==> src/rtl/sbox_sched_pkg.sv <==
// Shared definitions for the S-box scheduler.
//  - Job sizes (bytes per round state / key word), FSM states, owner ids.
//  - AES affine constants and the GF(2^8) <-> GF((2^4)^2) field arithmetic
//    used by each S-box lane.
// The isomorphism matrices are derived at elaboration: a root of the AES
// polynomial x^8+x^4+x^3+x+1 is located inside the composite field, its
// powers form the forward map, and the inverse map is solved column by column.
package sbox_sched_pkg;

    localparam int NB_STATE = 16;
    localparam int NB_WORD  = 4;

    localparam logic [7:0] AFF_C     = 8'h63;
    localparam logic [7:0] INV_AFF_C = 8'h05;

    typedef enum logic [1:0] {
        IDLE  = 2'd0,
        RUN   = 2'd1,
        DRAIN = 2'd2
    } fsm_t;

    typedef enum logic {
        OWN_ST = 1'b0,
        OWN_KW = 1'b1
    } owner_t;

    function automatic logic [7:0] rotl8(input logic [7:0] x, input int n);
        logic [15:0] d;
        d = {x, x} << n;
        return d[15:8];
    endfunction

    function automatic logic [7:0] affine_fwd(input logic [7:0] x);
        return x ^ rotl8(x, 1) ^ rotl8(x, 2) ^ rotl8(x, 3) ^ rotl8(x, 4) ^ AFF_C;
    endfunction

    function automatic logic [7:0] affine_inv(input logic [7:0] x);
        return rotl8(x, 1) ^ rotl8(x, 3) ^ rotl8(x, 6) ^ INV_AFF_C;
    endfunction

    // GF(2^4) with x^4 + x + 1
    function automatic logic [3:0] gf16_mul(input logic [3:0] a, input logic [3:0] b);
        logic [3:0] p;
        logic [3:0] aa;
        p  = 4'h0;
        aa = a;
        for (int i = 0; i < 4; i++) begin
            if (b[i]) p = p ^ aa;
            aa = {aa[2:0], 1'b0} ^ (aa[3] ? 4'h3 : 4'h0);
        end
        return p;
    endfunction

    // a^-1 = a^14 in GF(16); maps 0 to 0
    function automatic logic [3:0] gf16_inv(input logic [3:0] a);
        logic [3:0] a2, a4, a8;
        a2 = gf16_mul(a, a);
        a4 = gf16_mul(a2, a2);
        a8 = gf16_mul(a4, a4);
        return gf16_mul(gf16_mul(a8, a4), a2);
    endfunction

    // Smallest lambda making y^2 + y + lambda irreducible over GF(16)
    function automatic logic [3:0] find_lambda();
        logic [3:0] found;
        logic       done;
        logic       irred;
        found = 4'h0;
        done  = 1'b0;
        for (int l = 1; l < 16; l++) begin
            irred = 1'b1;
            for (int t = 0; t < 16; t++) begin
                if ((gf16_mul(4'(t), 4'(t)) ^ 4'(t)) == 4'(l)) irred = 1'b0;
            end
            if (irred && !done) begin
                found = 4'(l);
                done  = 1'b1;
            end
        end
        return found;
    endfunction

    localparam logic [3:0] LAMBDA = find_lambda();

    // Composite element {h,l} = h*y + l, with y^2 = y + LAMBDA
    function automatic logic [7:0] gf256c_mul(input logic [7:0] a, input logic [7:0] b);
        logic [3:0] hh;
        hh = gf16_mul(a[7:4], b[7:4]);
        return {hh ^ gf16_mul(a[7:4], b[3:0]) ^ gf16_mul(a[3:0], b[7:4]),
                gf16_mul(hh, LAMBDA) ^ gf16_mul(a[3:0], b[3:0])};
    endfunction

    // Inverse via the norm: delta = h^2*lambda + h*l + l^2, result = {h, h^l} / delta
    function automatic logic [7:0] gf256c_inv(input logic [7:0] a);
        logic [3:0] h, l, d, di;
        h  = a[7:4];
        l  = a[3:0];
        d  = gf16_mul(gf16_mul(h, h), LAMBDA) ^ gf16_mul(h, l) ^ gf16_mul(l, l);
        di = gf16_inv(d);
        return {gf16_mul(h, di), gf16_mul(h ^ l, di)};
    endfunction

    // Linear map: column i (mx[8i+7:8i]) is the image of input bit i
    function automatic logic [7:0] apply_mx(input logic [63:0] mx, input logic [7:0] a);
        logic [7:0] o;
        o = 8'h00;
        for (int i = 0; i < 8; i++) begin
            if (a[i]) o = o ^ mx[8*i +: 8];
        end
        return o;
    endfunction

    function automatic logic [63:0] build_map();
        logic [8:0]  poly;
        logic [7:0]  root, pw, acc;
        logic        found;
        logic [63:0] m;
        poly  = 9'h11B;
        root  = 8'h02;
        found = 1'b0;
        for (int c = 2; c < 256; c++) begin
            pw  = 8'h01;
            acc = 8'h00;
            for (int i = 0; i < 9; i++) begin
                if (poly[i]) acc = acc ^ pw;
                pw = gf256c_mul(pw, 8'(c));
            end
            if (!found && acc == 8'h00) begin
                root  = 8'(c);
                found = 1'b1;
            end
        end
        pw = 8'h01;
        m  = 64'h0;
        for (int i = 0; i < 8; i++) begin
            m[8*i +: 8] = pw;
            pw = gf256c_mul(pw, root);
        end
        return m;
    endfunction

    function automatic logic [63:0] build_inv_map(input logic [63:0] mx);
        logic [63:0] m;
        logic [7:0]  col;
        m = 64'h0;
        for (int j = 0; j < 8; j++) begin
            col = 8'h00;
            for (int a = 0; a < 256; a++) begin
                if (apply_mx(mx, 8'(a)) == (8'h01 << j)) col = 8'(a);
            end
            m[8*j +: 8] = col;
        end
        return m;
    endfunction

    localparam logic [63:0] MAP_MX  = build_map();
    localparam logic [63:0] IMAP_MX = build_inv_map(MAP_MX);

endpackage

==> src/rtl/sbox_sched_lane.sv <==
// sbox_lane: one composite-field AES S-box (forward or inverse).
//  Path: [inverse affine] -> map -> GF(16^2) inverse -> inverse map -> [affine]
//  Optional macro SBOX_PIPE_EN inserts a register after the GF(16^2) inverse,
//  so the result appears one clock after the input.
// Ports:
//  clk, rst  clock and synchronous active-high reset (pipeline register only)
//  din       input byte
//  inv       1 = inverse S-box, 0 = forward S-box
//  dout      substituted byte
module sbox_lane
    import sbox_sched_pkg::*;
(
    input  logic       clk,
    input  logic       rst,
    input  logic [7:0] din,
    input  logic       inv,
    output logic [7:0] dout
);

    logic [7:0] pre_map;
    logic [7:0] mapped;
    logic [7:0] inv_c;
    logic [7:0] stage;
    logic       stage_inv;
    logic [7:0] unmapped;

    assign pre_map = inv ? affine_inv(din) : din;
    assign mapped  = apply_mx(MAP_MX, pre_map);
    assign inv_c   = gf256c_inv(mapped);

`ifdef SBOX_PIPE_EN
    logic [7:0] stage_reg;
    logic       inv_pipe_reg;

    always_ff @(posedge clk) begin
        if (rst) begin
            stage_reg    <= 8'h00;
            inv_pipe_reg <= 1'b0;
        end else begin
            stage_reg    <= inv_c;
            inv_pipe_reg <= inv;
        end
    end

    assign stage     = stage_reg;
    assign stage_inv = inv_pipe_reg;
`else
    logic lane_unused;
    assign lane_unused = clk ^ rst;
    assign stage       = inv_c;
    assign stage_inv   = inv;
`endif

    assign unmapped = apply_mx(IMAP_MX, stage);
    assign dout     = stage_inv ? unmapped : affine_fwd(unmapped);

endmodule

==> src/rtl/sbox_sched.sv <==
// sbox_sched: shares NLANES S-box lanes between the round datapath
// (16-byte SubBytes/InvSubBytes) and key expansion (4-byte SubWord).
// A job is captured in a work register, streamed NLANES bytes per cycle
// through the lanes (low bytes first), results shifted in at the top of the
// job window, and returned with a one-cycle done pulse. Key has fixed
// priority; arbitration happens only in IDLE.
// Optional macro SBOX_PIPE_EN: pipelined lanes plus a one-cycle DRAIN state.
// Ports:
//  clk, rst                       clock, synchronous active-high reset
//  st_valid/st_ready/st_inv/st_in round job request (128-bit state)
//  st_done/st_out                 round result pulse and held result
//  kw_valid/kw_ready/kw_in        key SubWord request (32-bit word)
//  kw_done/kw_out                 key result pulse and held result
module sbox_sched
    import sbox_sched_pkg::*;
#(
    parameter int NLANES = 1
) (
    input  logic         clk,
    input  logic         rst,
    input  logic         st_valid,
    output logic         st_ready,
    input  logic         st_inv,
    input  logic [127:0] st_in,
    output logic         st_done,
    output logic [127:0] st_out,
    input  logic         kw_valid,
    output logic         kw_ready,
    input  logic [31:0]  kw_in,
    output logic         kw_done,
    output logic [31:0]  kw_out
);

    generate
        if (!(NLANES == 1 || NLANES == 2 || NLANES == 4)) begin : g_bad_nlanes
            $error("sbox_sched: NLANES must be 1, 2 or 4");
        end
    endgenerate

    localparam int LW = 8 * NLANES;

    fsm_t           state_reg, state_next;
    owner_t         owner_reg;
    logic           inv_reg;
    logic [127:0]   work_reg;
    logic [3:0]     count_reg;
    logic [127:0]   st_out_reg;
    logic [31:0]    kw_out_reg;
    logic           st_done_reg, kw_done_reg;

    logic [LW-1:0]  lane_out;
    logic [127:0]   work_shift, res_ext, work_run;
    logic           acc_kw, acc_st, finish;

    generate
        for (genvar gi = 0; gi < NLANES; gi++) begin : g_lane
            sbox_lane u_lane (
                .clk  (clk),
                .rst  (rst),
                .din  (work_reg[8*gi +: 8]),
                .inv  (inv_reg),
                .dout (lane_out[8*gi +: 8])
            );
        end
    endgenerate

    assign acc_kw = (state_reg == IDLE) && kw_valid;
    assign acc_st = (state_reg == IDLE) && !kw_valid && st_valid;

`ifdef SBOX_PIPE_EN
    assign finish = (state_reg == DRAIN);
`else
    assign finish = (state_reg == RUN) && (count_reg == 4'd0);
`endif

    // Consume the low chunk, insert lane results at the top of the job window
    always_comb begin
        work_shift = work_reg >> LW;
        res_ext    = {{(128-LW){1'b0}}, lane_out};
        if (owner_reg == OWN_KW) begin
            work_run = (work_shift & {{96{1'b0}}, {32{1'b1}}}) | (res_ext << (32 - LW));
        end else begin
            work_run = work_shift | (res_ext << (128 - LW));
        end
    end

    // State register
    always_ff @(posedge clk) begin
        if (rst) begin
            state_reg <= IDLE;
        end else begin
            state_reg <= state_next;
        end
    end

    // Next-state logic
    always_comb begin
        state_next = state_reg;
        case (state_reg)
            IDLE: begin
                if (acc_kw || acc_st) state_next = RUN;
            end
            RUN: begin
                if (count_reg == 4'd0) begin
`ifdef SBOX_PIPE_EN
                    state_next = DRAIN;
`else
                    state_next = IDLE;
`endif
                end
            end
            DRAIN:   state_next = IDLE;
            default: state_next = IDLE;
        endcase
    end

    // Output logic: readies only in IDLE and never during reset
    always_comb begin
        st_ready = 1'b0;
        kw_ready = 1'b0;
        if (!rst && state_reg == IDLE) begin
            kw_ready = 1'b1;
            st_ready = !kw_valid;
        end
    end

    // Datapath
    always_ff @(posedge clk) begin
        if (rst) begin
            owner_reg   <= OWN_ST;
            inv_reg     <= 1'b0;
            work_reg    <= 128'h0;
            count_reg   <= 4'd0;
            st_out_reg  <= 128'h0;
            kw_out_reg  <= 32'h0;
            st_done_reg <= 1'b0;
            kw_done_reg <= 1'b0;
        end else begin
            st_done_reg <= finish && (owner_reg == OWN_ST);
            kw_done_reg <= finish && (owner_reg == OWN_KW);
            if (acc_kw) begin
                owner_reg <= OWN_KW;
                inv_reg   <= 1'b0;
                work_reg  <= {96'h0, kw_in};
                count_reg <= 4'(NB_WORD / NLANES - 1);
            end else if (acc_st) begin
                owner_reg <= OWN_ST;
                inv_reg   <= st_inv;
                work_reg  <= st_in;
                count_reg <= 4'(NB_STATE / NLANES - 1);
            end else if (state_reg == RUN || state_reg == DRAIN) begin
                work_reg <= work_run;
                if (state_reg == RUN && count_reg != 4'd0) begin
                    count_reg <= count_reg - 4'd1;
                end
            end
            if (finish) begin
                if (owner_reg == OWN_ST) begin
                    st_out_reg <= work_run;
                end else begin
                    kw_out_reg <= work_run[31:0];
                end
            end
        end
    end

    assign st_done = st_done_reg;
    assign kw_done = kw_done_reg;
    assign st_out  = st_out_reg;
    assign kw_out  = kw_out_reg;

endmodule

==> config.mk <==
export PLATFORM = sky130hd
export DESIGN_NAME = sbox_sched
export DESIGN_NICKNAME = d
export VERILOG_FILES = /design/src/rtl/sbox_sched_pkg.sv /design/src/rtl/sbox_sched_lane.sv /design/src/rtl/sbox_sched.sv
export SDC_FILE = /design/constraint.sdc
export NUM_CORES = 1
export LEC_CHECK = 0
export BUFFER_PORTS_ARGS = -buffer_cell sky130_fd_sc_hd__buf_2
export CORE_MARGIN = 5
export CORE_UTILIZATION = 50
export DETAILED_ROUTE_END_ITERATION = 8
export PLACE_DENSITY = 0.87
export SYNTH_ARGS = -nofsm -noshare
export SYNTH_HDL_FRONTEND = slang
export SYNTH_SLANG_ARGS = --single-unit
export TNS_END_PERCENT = 1
==> constraint.sdc <==
create_clock -name clk -period 22.4 [get_ports clk]
set_input_delay 2.24 -clock clk [delete_from_list [all_inputs] [get_ports clk]]
set_output_delay 2.24 -clock clk [all_outputs]
set_load 0.02 [all_outputs]
# ---- Yosys cells after proc, flatten, opt, wreduce, memory -nomap -nowiden
# Cells that the tools add are included.
# Widths: inputs -> output; s select.
dict set report classes {
  n_addsub 1
  n_eq_ne 4
  muxes 100
  bitwise 85
  n_reduce_logical 26
}
# op count
set op_table {}
lappend op_table {{$mux 128} 3}
lappend op_table {{$xor 4x4->4} 60}
lappend op_table {{$mux 4} 43}
lappend op_table {{$or 120x128->128} 1}
lappend op_table {{$mux 8} 8}
lappend op_table {{$mux 2} 31}
lappend op_table {{$xor 8x8->8} 6}
lappend op_table {{$mux 32} 1}
lappend op_table {{$or 32x32->32} 1}
lappend op_table {{$mux 7} 4}
lappend op_table {{$mux 6} 3}
lappend op_table {{$not 3->3} 4}
lappend op_table {{$not 4->4} 3}
lappend op_table {{$reduce_and 2->1} 5}
lappend op_table {{$logic_and 1x1->1} 8}
lappend op_table {{$mux 1} 6}
lappend op_table {{$not 6->6} 1}
lappend op_table {{$reduce_bool 2->1} 3}
lappend op_table {{$reduce_bool 3->1} 2}
lappend op_table {{$not 4->5} 1}
lappend op_table {{$not 5->5} 1}
lappend op_table {{$logic_not 4->1} 1}
lappend op_table {{$not 2->2} 2}
lappend op_table {{$not 4->4 const A} 1}
lappend op_table {{other kinds (14)} 17}
dict set report word_totals {
  register_bits 298
  in_bits 165
  out_inout_bits 164
  elab_cells 227
}

# ---- Longest topological paths before layout
dict set report depth {
  ltp_word 105
  ltp_mapped 39
  ltp_nobuf 32
}

# ---- Cells and area by module
# Synthesis repeated with hierarchy kept, for this count alone.
dict set report hier_totals {
  hier_cells 1795
  hier_area_um2 15827.7
}
# mod instances cells_per_inst area_per_inst_um2 seq_area_each_um2
set by_module_without_submodules {}
lappend by_module_without_submodules {sbox_sched 1 1343 12290.5 5945.7}
lappend by_module_without_submodules {sbox_lane 1 452 3537.1 0.0}

# ---- Worst setup path after synthesis
# OpenSTA, ideal clock, no wires.
dict set report synth_path {
  path_kind {register to register}
  startpoint {register work_reg[0]}
  endpoint {register work_reg[27]}
  setup_ns 0.132
  t_arrival_ns 8.761
  t_required_ns 22.268
  slack_ns 13.507
  path_stages_with_launch 37
  path_buffers 5
  period_less_slack_ns 8.893
  cell_sequence {dfxtp_1 -> buf_6 -> xor3_1 -> mux2i_4 -> xor2_4 -> xnor2_1 -> ha_1 -> clkbuf_1 -> a211o_1 -> and4_1 -> o31ai_1 -> xnor2_1 -> xor3_1 -> clkbuf_1 -> ha_1 -> inv_1 -> clkbuf_1 -> xnor2_1 -> nor2_1 -> xnor2_1 -> xnor2_1 -> ha_1 -> or3_1 -> o2111a_1 -> a211oi_1 -> xnor2_1 -> o311a_1 -> a211oi_2 -> xnor2_1 -> buf_2 -> nor3b_1 -> nor3_4 -> xor2_2 -> xnor3_2 -> mux2_4 -> nor4b_4 -> o211ai_1}
}
dict set report synth_via {
  elab_chain_cells 88
  word_cells_on_any_way 162
  cone_classes {mux: 87; bitwise: 75}
}
# element line_no
set synth_rtl {}
lappend synth_rtl {{from (decl)} sbox_sched.sv:45} ;# logic [127:0] work_reg;
lappend synth_rtl {{from (signal assigned)} sbox_sched.sv:144} ;# work_reg <= {96'h0, kw_in};
lappend synth_rtl {{from (signal assigned)} sbox_sched.sv:149} ;# work_reg <= st_in;
lappend synth_rtl {{from (signal assigned)} sbox_sched.sv:152} ;# work_reg <= work_run;
lappend synth_rtl {{$xor 8x8->8 (2 in series)} sbox_sched_pkg.sv:38} ;# return rotl8(x, 1) ^ rotl8(x, 3) ^ rotl8(x, 6) ^ INV_AFF_C;
lappend synth_rtl {{$mux 8 (*)} sbox_sched_lane.sv:27} ;# assign pre_map = inv ? affine_inv(din) : din;
lappend synth_rtl {{$mux 6} sbox_sched_pkg.sv:108} ;# if (a[i]) o = o ^ mx[8*i +: 8];
lappend synth_rtl {{$mux 7 (2 in series)} sbox_sched_pkg.sv:108}
lappend synth_rtl {{$not 4->4 (no line)} -}
lappend synth_rtl {{$mux 6} sbox_sched_pkg.sv:108}
lappend synth_rtl {{$mux 8} sbox_sched_pkg.sv:108}
lappend synth_rtl {{$not 3->3 (no line)} -}
lappend synth_rtl {{[... 67 more ...]} -}
lappend synth_rtl {{$mux 8 (*)} sbox_sched_pkg.sv:108}
lappend synth_rtl {{$xor 8x8->8 (4 in series)} sbox_sched_pkg.sv:34} ;# return x ^ rotl8(x, 1) ^ rotl8(x, 2) ^ rotl8(x, 3) ^ rotl8(x, 4) ^ AFF_C;
lappend synth_rtl {{$mux 8 (*)} sbox_sched_lane.sv:55} ;# assign dout = stage_inv ? unmapped : affine_fwd(unmapped);
lappend synth_rtl {{$or 32x32->32 (*)} sbox_sched.sv:81} ;# work_run = (work_shift & {{96{1'b0}}, {32{1'b1}}}) | (res_ext << (32 - LW));
lappend synth_rtl {{$mux 128 (*)} sbox_sched.sv:80} ;# if (owner_reg == OWN_KW) begin
lappend synth_rtl {{$mux 128 (*)} sbox_sched.sv:151} ;# end else if (state_reg == RUN || state_reg == DRAIN) begin
lappend synth_rtl {{$mux 128 (*)} sbox_sched.sv:146} ;# end else if (acc_st) begin
lappend synth_rtl {{$mux 32 (*)} sbox_sched.sv:141} ;# if (acc_kw) begin
# Mark *: on every way between the ends. The rest lies on a longest branch, timed or not. The select of a mux whose other input is x is not followed.
# A chain may end at the register's enable or synchronous reset.

# ---- Final worst setup path
dict set report layout_path {
  startpoint {register work_reg[1]}
  endpoint {register work_reg[123]}
}
dict set report layout_via {
  elab_chain_cells 85
  word_cells_on_any_way 164
  cone_classes {mux: 87; bitwise: 77}
}
# element line_no
set layout_rtl {}
lappend layout_rtl {{$mux 8 (*)} sbox_sched_lane.sv:27}
lappend layout_rtl {{$mux 6 or $xor 8x8->8 (tied branches)} {sbox_sched_pkg.sv:108, sbox_sched_pkg.sv:38}}
lappend layout_rtl {{$mux 7 or $not 2->2 (tied branches)} -}
lappend layout_rtl {{$mux 7 or $mux 8 (tied branches)} {sbox_sched_pkg.sv:108, sbox_sched_lane.sv:27}}
lappend layout_rtl {{$not 4->4 (no line) or $mux 7 (tied branches)} -}
lappend layout_rtl {{$mux 6 or $not 3->3 (tied branches)} -}
lappend layout_rtl {{$mux 8 or $mux 7 (tied branches)} sbox_sched_pkg.sv:108}
lappend layout_rtl {{$not 3->3 (no line) or $not 4->5 (tied branches)} -}
lappend layout_rtl {{[... 66 more ...]} -}
lappend layout_rtl {{$not 6->6 (no line)} -}
lappend layout_rtl {{$mux 8 (*)} sbox_sched_pkg.sv:108}
lappend layout_rtl {{$xor 8x8->8 (4 in series)} sbox_sched_pkg.sv:34}
lappend layout_rtl {{$mux 8 (*)} sbox_sched_lane.sv:55}
lappend layout_rtl {{$or 120x128->128 (*)} sbox_sched.sv:83} ;# work_run = work_shift | (res_ext << (128 - LW));
lappend layout_rtl {{$mux 128 (*)} sbox_sched.sv:80}
lappend layout_rtl {{$mux 128 (*)} sbox_sched.sv:151}
lappend layout_rtl {{$mux 128 (*)} sbox_sched.sv:146}
# Marked as above.

==> results.json <==
{
  "final-hold-violation-count": 0,
  "synthFlopType": "dfxtp_1",
  "async_flop_share_pct": 0,
  "rr_endpoint": "work_reg[123]",
  "synthCells": 1846,
  "setup_viol_count_final": 0,
  "drc": 0,
  "grtUsageMet2_pct": 45.32,
  "synth_cell_types": 88,
  "worstHoldPathCells": 2,
  "rsz0062_at_grt": "false",
  "yosys.area.top_type": "dfxtp_1",
  "dr_total_vias": 14850,
  "grt_busiest_layer": "met2",
  "synth_edf_count": 0,
  "die_height_microns": 182.1,
  "slew_headroom_pct": 18.57,
  "clk_latency_ns": 0.58,
  "drtIter0Drc": 1452,
  "dp_hpwl_microns": 34190,
  "initial_utilization_pct": 50.34,
  "crit_top_cell": "xnor2_1",
  "grt_util_met1_pct": 35.62,
  "cts_hold_buf": 0,
  "cap_viol_max_count": 0,
  "cts_made_buffers": 30,
  "cts_root_buffer": "clkbuf_16",
  "startpoint": "work_reg[1]",
  "yosysTopAreaCellShare_pct": 40.17,
  "cts_setup_buffers": 0,
  "syn_nets": 2019,
  "std_cell_rows": 63,
  "clk_pin_slew_ns": 0.07,
  "cts_buffer_depth": 3,
  "final_core_util_pct": 59.42,
  "grt_pass1_wl_microns": 76480,
  "worstPathRequired_ns": 22.81,
  "ctsResizeCount": 0,
  "yosysWarnings": 0,
  "synth-seq-cells": 297,
  "viasPerCell": 6.000,
  "antenna_left": 0,
  "min_path_type": "flip-flop to flip-flop",
  "clock_sinks": 297,
  "first_global_vias": 13950,
  "num_io_pins": 329,
  "grt_max_degree": 121,
  "crit_path_max_fanout": 20,
  "synthTopCellsByCount": "344 x nand2_1, 297 x dfxtp_1, 247 x a21oi_1",
  "cts_tree": "yes",
  "cpLargestDelayFamily": "XOR/XNOR gates",
  "area_growth_syn_to_layout_pct": 18.04,
  "die_w_microns": 182.1,
  "fin_crit_sh_pct": 52.25,
  "grt.overflow.total": 0,
  "timing.final.crit_period_ns": 11.70,
  "reg2regPathDepth": 31,
  "fmax_mhz": 85.45,
  "wl_per_cell_microns": 19.94,
  "r2r-start": "work_reg[1]",
  "core_sq_um": 29400,
  "hp-start": "kw_out[5]",
  "nNetsFinal": 2233,
  "rrSetupSlack_ns": 10.70,
  "cp_slowest_cell": "ha_1",
  "syn_avg_cell_area_sq_um": 8.018,
  "status": "finished, final reports clean",
  "critPathCaptureType": "flip-flop",
  "synthesis.area_sq_um": 14800,
  "critPathLaunchType": "flip-flop",
  "met3_usage_pct": 6.857,
  "final.setup.tns_ns": 0,
  "drt-total-wl_microns": 49340,
  "path_buf_inv": 2,
  "grt_antenna_before_repair": 11,
  "arrival_ns": 12.11,
  "h-tree-depth": 1,
  "crit_type": "flip-flop to flip-flop",
  "drtPass1Iterations": 5,
  "grt_usage_pct": 27.88,
  "dieArea_sq_um": 33140,
  "finClkSkew_ns": 0.01790,
  "ys_top_cells_by_area": "dfxtp_1 40%, nand2_1 8.7%, a21oi_1 8.4%",
  "port_buffers": 328,
  "place_congestion": 0.9069,
  "drv_slew": 0,
  "worst_slew_pin_slew_ns": 1.219,
  "ys_seq_area_share_pct": 40.17,
  "holdPathEnd": "kw_out[5]",
  "drive_above_1_share_pct": 21.66,
  "critPathMaxStageDelay_ns": 0.82,
  "synth_most_common_cell": "nand2_1"
}
## how the worst max path moves through the flow
stage / to / depth (start not counted)
after CTS: work_reg[123] / 31
after global placement: work_reg[123] / 31
after detailed placement: work_reg[123] / 31
after floorplan: work_reg[27] / 36
after global routing: work_reg[27] / 31
final: work_reg[123] / 31
## through the flow
step / hold slack, ns / area [sq um] / std cells / worst slack (ns)
after floorplan: 0.4407 / 14800 / 1846 / 13.51
after global placement: 0.4393 / 16450 / 2418 / 11.23
after detailed placement: 0.4445 / 16450 / 2418 / 10.92
after CTS: 0.4529 / 17460 / 2472 / 10.85
after global routing: 0.4718 / 17470 / 2474 / 9.957
final: 0.4516 / 17470 / 2475 / 10.70
## cells by family after synthesis
| family | Yosys count | synth area share (%) |
|---|---|---|
| AO/OA/AOI/OAI | 488 | 20.58 |
| XOR/XNOR | 106 | 9.290 |
| adder cells (fa/ha/maj) | 9 | 0.7439 |
| buffers and inverters | 181 | 4.937 |
| flip-flops | 297 | 40.17 |
| multiplexers | 25 | 1.944 |
| AND/OR/NAND/NOR | 740 | 22.33 |
## metal layers
| layer | share of wire, % | wire, microns |
|---|---|---|
| met1 | 39 | 19230 |
| met2 | 47 | 22960 |
| met3 | 9.5 | 4691 |
| met4 | 4.8 | 2371 |
| met5 | 0.18 | 90 |
## layout by cell type, fill, tap and decap left out, types with 4 or more instances in the layout
master,n
xnor3_2,4
nor2b_1,5
mux2i_1,16
nor3_1,81
nand3_1,13
inv_1,13
nor2_1,170
a211oi_1,17
buf_2,327
and3_1,67
a21oi_1,247
or3_1,7
o22ai_1,72
o21ai_0,26
nand2b_1,5
clkinv_2,4
nand2_1,341
ha_1,8
clkbuf_16,30
clkbuf_8,10
nor4_1,10
xor3_1,9
o211ai_1,9
nor3b_1,7
clkbuf_1,4
buf_4,18
xnor2_1,56
or4_1,4
a221oi_1,56
xnor3_1,9
dfxtp_1,296
xnor2_2,11
o31ai_1,10
o2111ai_1,4
xor2_1,14
mux2_2,6
and2_1,6
## cell type report
type / instances / area [sq um]
tap: 390 / 488.0
timing repair buffer: 346 / 1783
clock inverter: 10 / 113.9
multi-input combinational: 1368 / 8165
sequential: 297 / 5947
clock buffer: 44 / 903.4
antenna: 3 / 7.507
fill: 2598 / 11930
inverter: 17 / 63.81
## worst min-delay path: stages, from the launching register on
cell and delay [ns]:
dfxtp_1 0.31, nand2_1 0.05, a21oi_1 0.05
Power is left out: the tool's default activity adds up to more than one toggle a clock period on the data nets, which glitch-free logic cannot reach.
